--- src/rtl/tff_pkg.sv ---
// tff_pkg
// Shared constants for the T flip-flop sequence controller: operation
// mode codes, FSM state codes and the default bank width.
package tff_pkg;

  localparam int DEFAULT_WIDTH = 4;

  // Operation requested alongside start
  localparam logic [1:0] MODE_UP   = 2'b00;
  localparam logic [1:0] MODE_DOWN = 2'b01;
  localparam logic [1:0] MODE_LOAD = 2'b10;
  localparam logic [1:0] MODE_HOLD = 2'b11;

  // Controller FSM states, binary encoded
  localparam logic [1:0] ST_IDLE = 2'b00;
  localparam logic [1:0] ST_RUN  = 2'b01;
  localparam logic [1:0] ST_LOAD = 2'b10;
  localparam logic [1:0] ST_DONE = 2'b11;

  // True for the two modes that step the bank through the counter
  function automatic logic is_count_mode(input logic [1:0] m);
    return (m == MODE_UP) || (m == MODE_DOWN);
  endfunction

endpackage

--- src/rtl/tff_rst.sv ---
// tff_rst
// Single T flip-flop with synchronous active-high reset.
// Ports:
//   q   - output, flip-flop state
//   t   - input, toggle enable: q inverts on the next rising edge when high
//   clk - input, clock
//   rst - input, synchronous active-high reset, forces q to 0
module tff_rst (
  output logic q,
  input  logic t,
  input  logic clk,
  input  logic rst
);

  // Reset wins; otherwise invert when toggle is requested
  always_ff @(posedge clk) begin
    if (rst) begin
      q <= 1'b0;
    end else if (t) begin
      q <= ~q;
    end
  end

endmodule

--- src/rtl/tff_seq_ctrl.sv ---
// tff_seq_ctrl
// Controller that drives a bank of WIDTH T flip-flops. A start request in
// IDLE latches the operation and then the bank either counts up/down for a
// given number of steps, loads a target value in one cycle, or holds.
// Completion is signalled by a one-cycle done pulse.
// Ports:
//   clk       - input, system clock, rising edge
//   rst       - input, synchronous active-high reset
//   start     - input, one-cycle request, only honoured in IDLE
//   mode      - input [1:0], 00 up, 01 down, 10 load target, 11 hold
//   target    - input [WIDTH-1:0], value loaded by mode 10
//   count_len - input [7:0], number of count steps for modes 00/01
//   q         - output [WIDTH-1:0], current bank state
//   t_vec     - output [WIDTH-1:0], toggle vector applied to the bank
//   busy      - output, high while in RUN or LOAD
//   done      - output, one-cycle completion pulse
module tff_seq_ctrl
  import tff_pkg::*;
#(
  parameter int WIDTH = DEFAULT_WIDTH
) (
  input  logic             clk,
  input  logic             rst,
  input  logic             start,
  input  logic [1:0]       mode,
  input  logic [WIDTH-1:0] target,
  input  logic [7:0]       count_len,
  output logic [WIDTH-1:0] q,
  output logic [WIDTH-1:0] t_vec,
  output logic             busy,
  output logic             done
);

  logic [1:0]       state;
  logic [1:0]       mode_r;
  logic [WIDTH-1:0] target_r;
  logic [7:0]       steps_r;
  logic [WIDTH-1:0] up_t;
  logic [WIDTH-1:0] down_t;

  // The bank itself: one T flip-flop per bit
  genvar gi;
  generate
    for (gi = 0; gi < WIDTH; gi++) begin : g_bank
      tff_rst u_tff (
        .q   (q[gi]),
        .t   (t_vec[gi]),
        .clk (clk),
        .rst (rst)
      );
    end
  endgenerate

  // Ripple-carry style toggle patterns: for counting up a bit toggles when
  // all lower bits are one; for counting down when all lower bits are zero.
  // A scalar running product avoids a vector that depends on itself.
  always_comb begin
    logic all_ones;
    logic all_zeros;
    up_t      = '0;
    down_t    = '0;
    all_ones  = 1'b1;
    all_zeros = 1'b1;
    for (int i = 0; i < WIDTH; i++) begin
      up_t[i]   = all_ones;
      down_t[i] = all_zeros;
      all_ones  = all_ones & q[i];
      all_zeros = all_zeros & ~q[i];
    end
  end

  // Toggle vector selection: only RUN and LOAD ever move the bank.
  // LOAD flips exactly the bits that differ from the latched target.
  always_comb begin
    t_vec = '0;
    case (state)
      ST_RUN:  t_vec = (mode_r == MODE_DOWN) ? down_t : up_t;
      ST_LOAD: t_vec = q ^ target_r;
      default: t_vec = '0;
    endcase
  end

  assign busy = (state == ST_RUN) || (state == ST_LOAD);
  assign done = (state == ST_DONE);

  // FSM, operation latches and step counter. The counter holds the number
  // of RUN edges still to come, so the edge that takes it from 1 to 0 is
  // the last count step and also the transition into DONE.
  always_ff @(posedge clk) begin
    if (rst) begin
      state    <= ST_IDLE;
      mode_r   <= '0;
      target_r <= '0;
      steps_r  <= '0;
    end else begin
      case (state)
        ST_IDLE: begin
          if (start) begin
            mode_r   <= mode;
            target_r <= target;
            steps_r  <= count_len;
            if (is_count_mode(mode)) begin
              state <= (count_len != 8'd0) ? ST_RUN : ST_DONE;
            end else if (mode == MODE_LOAD) begin
              state <= ST_LOAD;
            end else begin
              state <= ST_DONE;
            end
          end
        end
        ST_RUN: begin
          steps_r <= steps_r - 8'd1;
          if (steps_r == 8'd1) begin
            state <= ST_DONE;
          end
        end
        ST_LOAD: begin
          state <= ST_DONE;
        end
        default: begin
          state <= ST_IDLE;
        end
      endcase
    end
  end

endmodule

--- config.mk ---
export PLATFORM = sky130hd
export DESIGN_NAME = tff_seq_ctrl
export DESIGN_NICKNAME = d
export VERILOG_FILES = /design/src/rtl/tff_pkg.sv /design/src/rtl/tff_rst.sv /design/src/rtl/tff_seq_ctrl.sv
export SDC_FILE = /design/constraint.sdc
export NUM_CORES = 1
export LEC_CHECK = 0
export BUFFER_PORTS_ARGS = -buffer_cell sky130_fd_sc_hd__buf_2
export CAP_MARGIN = 20
export CORE_MARGIN = 2
export CORE_UTILIZATION = 56
export CTS_BUF_LIST = sky130_fd_sc_hd__clkbuf_4 sky130_fd_sc_hd__clkbuf_8
export DETAILED_ROUTE_END_ITERATION = 7
export PLACE_DENSITY = 0.87
export SYNTH_ARGS = -nofsm -noshare
export SYNTH_HDL_FRONTEND = slang
export SYNTH_SLANG_ARGS = --single-unit
--- constraint.sdc ---
create_clock -name clk -period 2.6 [get_ports clk]
set_clock_uncertainty 0.05 [all_clocks]
set_input_delay 0 -clock clk [delete_from_list [all_inputs] [get_ports clk]]
set_output_delay 0 -clock clk [all_outputs]
set_load 0.02 [all_outputs]
# --- Word level (Yosys, flattened, before mapping) ---
# Index checks and enable logic that the tools add are counted.
totals:
  output_inout_bits: 10
  register_bits: 20
  in_bits: 17
op_classes:
  reduce_logical: 9
  addsub: 1
  n_mux: 10
  n_eq_ne: 9
  bitwise: 9
ops:
  columns: ["cell", "count"]
  rows:
  - ["8-bit one-hot mux with 2 select lines", 1]
  - ["8-bit by 1-bit equality test with 1-bit output (second input constant)", 1]
  - ["2-bit two-way mux", 4]
  - ["8-bit two-way mux", 1]
  - ["4-bit one-hot mux with 2 select lines", 1]
  - ["8-bit nonzero test", 1]
  - ["8-bit by 1-bit subtractor with 8-bit output (second input constant)", 1]
  - ["2-bit by 1-bit equality test with 1-bit output (second input constant)", 3]
  - ["2-bit equality test (second input constant)", 3]
  - ["2-bit one-hot mux with 3 select lines", 1]
  - ["2-bit AND reduction", 3]
  - ["1-bit bitwise AND", 4]
  - ["2-bit logical NOT", 2]
  - ["4-bit two-way mux", 1]
  - ["1-bit NOT", 4]
  - ["4-bit bitwise XOR", 1]
  - ["1-bit logical OR", 2]
  - ["2-bit by 1-bit inequality test with 1-bit output (second input constant)", 1]
  - ["2-bit inequality test (second input constant)", 1]
  - ["2-bit nonzero test", 1]
  - ["1-bit two-way mux", 1]

# --- Logic depth before layout (Yosys ltp) ---
depth:
  ltp_word: 5
  ltp_mapped: 8

# --- By module ---
# Synthesis repeated with hierarchy kept, for this count alone.
unflattened:
  hier_cells: 146
  hier_area_um2: 1207.4
modules_own_cells:
  columns: ["module", "seq_area_each_um2", "area_per_inst_um2", "cells_per_inst", "instances"]
  rows:
  - ["tff_seq_ctrl", 320.3, 1077.3, 134, 1]
  - ["tff_rst", 20.0, 32.5, 3, 4]

# --- Worst setup path after synthesis ---
# Ideal clock, no wire load.
synth_timing:
  path_kind: "register to register"
  start: "register steps_r[2]"
  end: "register steps_r[7]"
  path_stages_with_launch: 6
  setup_slack_ps: 684
  setup_ps: 115
  n_path_buf: 0
  arrival_ps: 1751
  path_cell_list: "dfxtp_1 -> or4_4 -> or4_2 -> o22ai_1 -> a21oi_1 -> o21a_1"
synth_via:
  elab_chain_len: 2
synth_lines:
  columns: ["item", "line_no", "text"]
  rows:
  - ["start, declared", "tff_seq_ctrl.sv:37", "logic [7:0] steps_r;"]
  - ["start signal, assigned", "tff_seq_ctrl.sv:101", "steps_r <= count_len;"]
  - ["start signal, assigned", "tff_seq_ctrl.sv:112", "steps_r <= steps_r - 8'd1;"]
  - ["8-bit by 1-bit subtractor with 8-bit output", "tff_seq_ctrl.sv:112", null]
  - ["8-bit one-hot mux with 2 select lines", "tff_seq_ctrl.sv:96", "case (state)"]
# Every way passes these cells.
# A chain may end at the register's enable or synchronous reset.

# --- Worst setup path in the final report ---
layout_timing:
  start: "register state[1]"
  end: "register steps_r[0]"
layout_via:
  elab_chain_len: 3
layout_lines:
  columns: ["item", "line_no", "text"]
  rows:
  - ["start, declared", "tff_seq_ctrl.sv:34", "logic [1:0] state;"]
  - ["start signal, assigned", "tff_seq_ctrl.sv:103", "state <= (count_len != 8'd0) ? ST_RUN : ST_DONE;"]
  - ["2-bit by 1-bit equality test with 1-bit output or 2-bit logical NOT (tied branches)", "tff_seq_ctrl.sv:96", null]
  - ["2-bit nonzero test (no source line) or 2-bit inequality test (tied branches)", null, null]
  - ["2-bit AND reduction (no source line)", null, null]
# Several ways; a longest one is shown, not always the timed one.

==> results.yml <==
outcome:
  outcome: "finished clean"
cts:
  clk_pin_slew_ns: 0.12
  hold_buffers_post_cts: 12
  clk_latency_ns: 0.30
  cts_htree_levels: 1
  cts-buffers-inserted: 3
  ctsResizeCount: 0
  post_cts.repair.setup_buffers: 0
  clock_tree.buffer_depth: 2
  clk_root_buffer_cell: "clkbuf_4"
  clkSinkCount: 20
  cts_tree: "built"
setup_path:
  crit-reg2reg-capture: "steps_r[0]$_SDFFE_PP0P_"
  slowest_stage: "ha_1"
  regToRegSetupSlack_ns: 0.39
  cp_top_family: "adder cells"
  cp_cell_sequence: "inv_1, ha_1, inv_1, o21ai_1, buf_4, o21ai_0, a221oi_1"
  crit-reg2reg-launch: "state[1]$_SDFFE_PP0P_"
  worst_path_most_repeated_cell: "inv_1"
  cp_data_arrival_time_ns: 2.38
  timing.critical_path.slowest_cell_delay_ns: 0.60
  cp_max_fo: 23
  critical_path_rt_ns: 2.77
  critical_path.n_buffers_inverters: 3
  setup.worst_path.end_class: "flop"
  critPathLaunchType: "flop"
  timing_worst_setup_path_type: "flop to flop"
  reg2regPathDepth: 7
drt:
  drt_antenna_net_count: 0
  wl_met1_um: 1390
  drt_first_iter_violations: 61
  route.vias.total: 1300
  route.detailed.drc: 0
  dr_top_layer: "met4"
  drt-total-wl_um: 3110
  drt_pass1_iterations: 5
  detail_route.wl_per_cell_um: 13.8
  wl_met2_um: 1470
  via_per_inst: 5.78
  routed_met3_length_um: 219
die:
  floorplan.initialDensity: 0.590
  dieArea_um2: 2710
  core_um2: 2190
  placement_rows: 17
  die_width_um: 52.0
  die_height_um: 52.0
  ioPinCount: 27
sta:
  hold_viol: 0
  period_share: 0.852
  worst_hold_slack_across_all_endpoints_ns: 0.00499
  setup_total_negative_slack_ns: 0
  clock.fmax_mhz: 452
  post-route-min-period_ns: 2.21
  timing.slew.headroom: 0.549
  timing.final.setup_violations: 0
  maxSlewViolCount: 0
  worst_pin_slew_ns: 0.677
  rsz0062_at_grt: "false"
layout:
  final_cell_mix: "buf_2 (26), nand2_1 (20), dfxtp_1 (20)"
  utilization: 0.705
  final_nets: 221
  fin_area_um2: 1550
  layout.filler_cells: 172
  final_common_cell: "buf_2"
  antenna_cells: 0
  area_growth_pct: 19.6
  drive_gt1_frac: 0.203
synthesis:
  yosys.cell_types.count: 46
  seq_total_area_yosys: 0.310
  synth.largest_area_cell: "dfxtp_1"
  netlist.area_leader.share: 0.310
  yosys_register_bits: 20
  synth_warnings: 0
  synth.area.top_cells: "dfxtp_1 (31%), a21oi_1 (7.0%), ha_1 (5.8%)"
  synth.net_count: 192
  syn-mean-instance-area_um2: 7.65
  synth_cells: 169
  syn_area_um2: 1290
global_routing:
  grt_first_pass_wirelength_um: 5310
  antenna_violations_before_repair: 0
  grt_overflow: 0
  grtUsageTotal: 0.257
  grt_start_max_net_pins: 24
  grt_pass1_vias: 1186
worst_hold_path:
  worst_hold_path_type: "primary input to flop"
  hold_start: "count_len[1]"
  min_delay_worst_endpoint: "steps_r[1]$_SDFFE_PP0P_"
  worst_hold_path.num_cells: 3
power:
  max-vdd-ir-drop_uv: 922
  power_per_cell_area_nw_per_um2: 1050
  leakagePower_uw: 0.000670
placed_design:
  postPlaceCellArea_um2: 1370
  port-buffer-count: 26
  place.gp.congestion: 0.903
  detailed_place_hpwl_um: 2190
run:
  maximum_capacitance_violations: 0
==> cell families (layout without fill, tap and decap cells) <==
kind of cell    count (synthesis)  in the layout  synth area share
fa+ha+maj                       6              6            0.0581
compound gates                 52             52             0.255
mux                             1              1           0.00774
flops                          20             20             0.310
buf+inv                        26             54             0.106
simple gates                   58             58             0.223
xor+xnor                        6              6            0.0407
==> per-layer routing <==
| metal | vias up | GRT usage |
|---|---|---|
| li1 | 647 | - |
| met1 | 587 | 0.349 |
| met2 | 60 | 0.416 |
| met3 | 6 | 0.0632 |
| met4 | 0 | 0.0439 |
| met5 | - | 0 |
==> registers in the layout, summed over array words and instances, names as in the netlist <==
signal / count
g_bank.u_tff.q: 4
mode_r: 2
state: 2
steps_r: 8
target_r: 4
==> metrics by stage <==
stage | power [uW] | instances | setup WS (ns)
after detailed placement | 1310 | 209 | 0.487
after CTS | 1600 | 225 | 0.434
after global routing | 1740 | 225 | 0.193
after global placement | 1280 | 209 | 0.542
after floorplan | 1150 | 169 | 0.684
final | 1620 | 225 | 0.386
==> cell usage after synthesis (all sizes together) <==
library cell and number:
a211oi 1, a21oi 19, nor4 1, o31ai 1, o21a 1, inv 10, a211o 1, or3b 1
a31o 1, xnor2 3, a41o 1, o211ai 1, nand2 20, and2 2, buf 9, o32ai 1
a32oi 1, or2 1, nand2b 2, clkbuf 7, mux2i 1, dfxtp 20, o21ai 9, and3 2
or4 2, and2b 1, a221oi 1, or3 1, nand3 8, a21boi 3, a22oi 2, a41oi 2
ha 6, o41ai 1, xor2 3, nor4b 1, a31oi 2, nor2b 1, nor2 14, nor3 1
o22ai 4
==> tightest hold or removal path, cell delays in order <==
cell	delay [ns]
buf_2	0.09
o211ai_1	0.09
a21oi_1	0.15
==> power by group <==
part	total [uW]	internal, uW	leakage (uW)	switching (uW)
Sequential	493	394	0.000164	99.1
Clock	254	156	0.0000279	98.0
Combinational	868	360	0.000478	509
==> layout make-up <==
| type | count | area (um^2) | share of cell area |
|---|---|---|---|
| Multi-Input combinational cell | 123 | 754 | 0.488 |
| Sequential cell | 20 | 400 | 0.259 |
| Timing Repair Buffer | 40 | 265 | 0.172 |
| Inverter | 10 | 37.5 | 0.0243 |
| Tap cell | 28 | 35.0 | 0.0227 |
| Clock inverter | 1 | 30.0 | 0.0194 |
| Clock buffer | 3 | 22.5 | 0.0146 |
==> how the worst max path moves through the flow <==
stage | start | endpoint | cells past startpoint
3_3_place_gp | state[1]$_SDFFE_PP0P_ | steps_r[0]$_SDFFE_PP0P_ | 7
4_1_cts | state[1]$_SDFFE_PP0P_ | t_vec[0] | 6
6_report | state[1]$_SDFFE_PP0P_ | steps_r[0]$_SDFFE_PP0P_ | 7
3_5_place_dp | state[1]$_SDFFE_PP0P_ | steps_r[0]$_SDFFE_PP0P_ | 7
2_1_floorplan | steps_r[2]$_SDFFE_PP0P_ | steps_r[7]$_SDFFE_PP0P_ | 5
5_1_grt | state[1]$_SDFFE_PP0P_ | steps_r[0]$_SDFFE_PP0P_ | 7
Note: power is estimated with default switching activity, not from simulation.
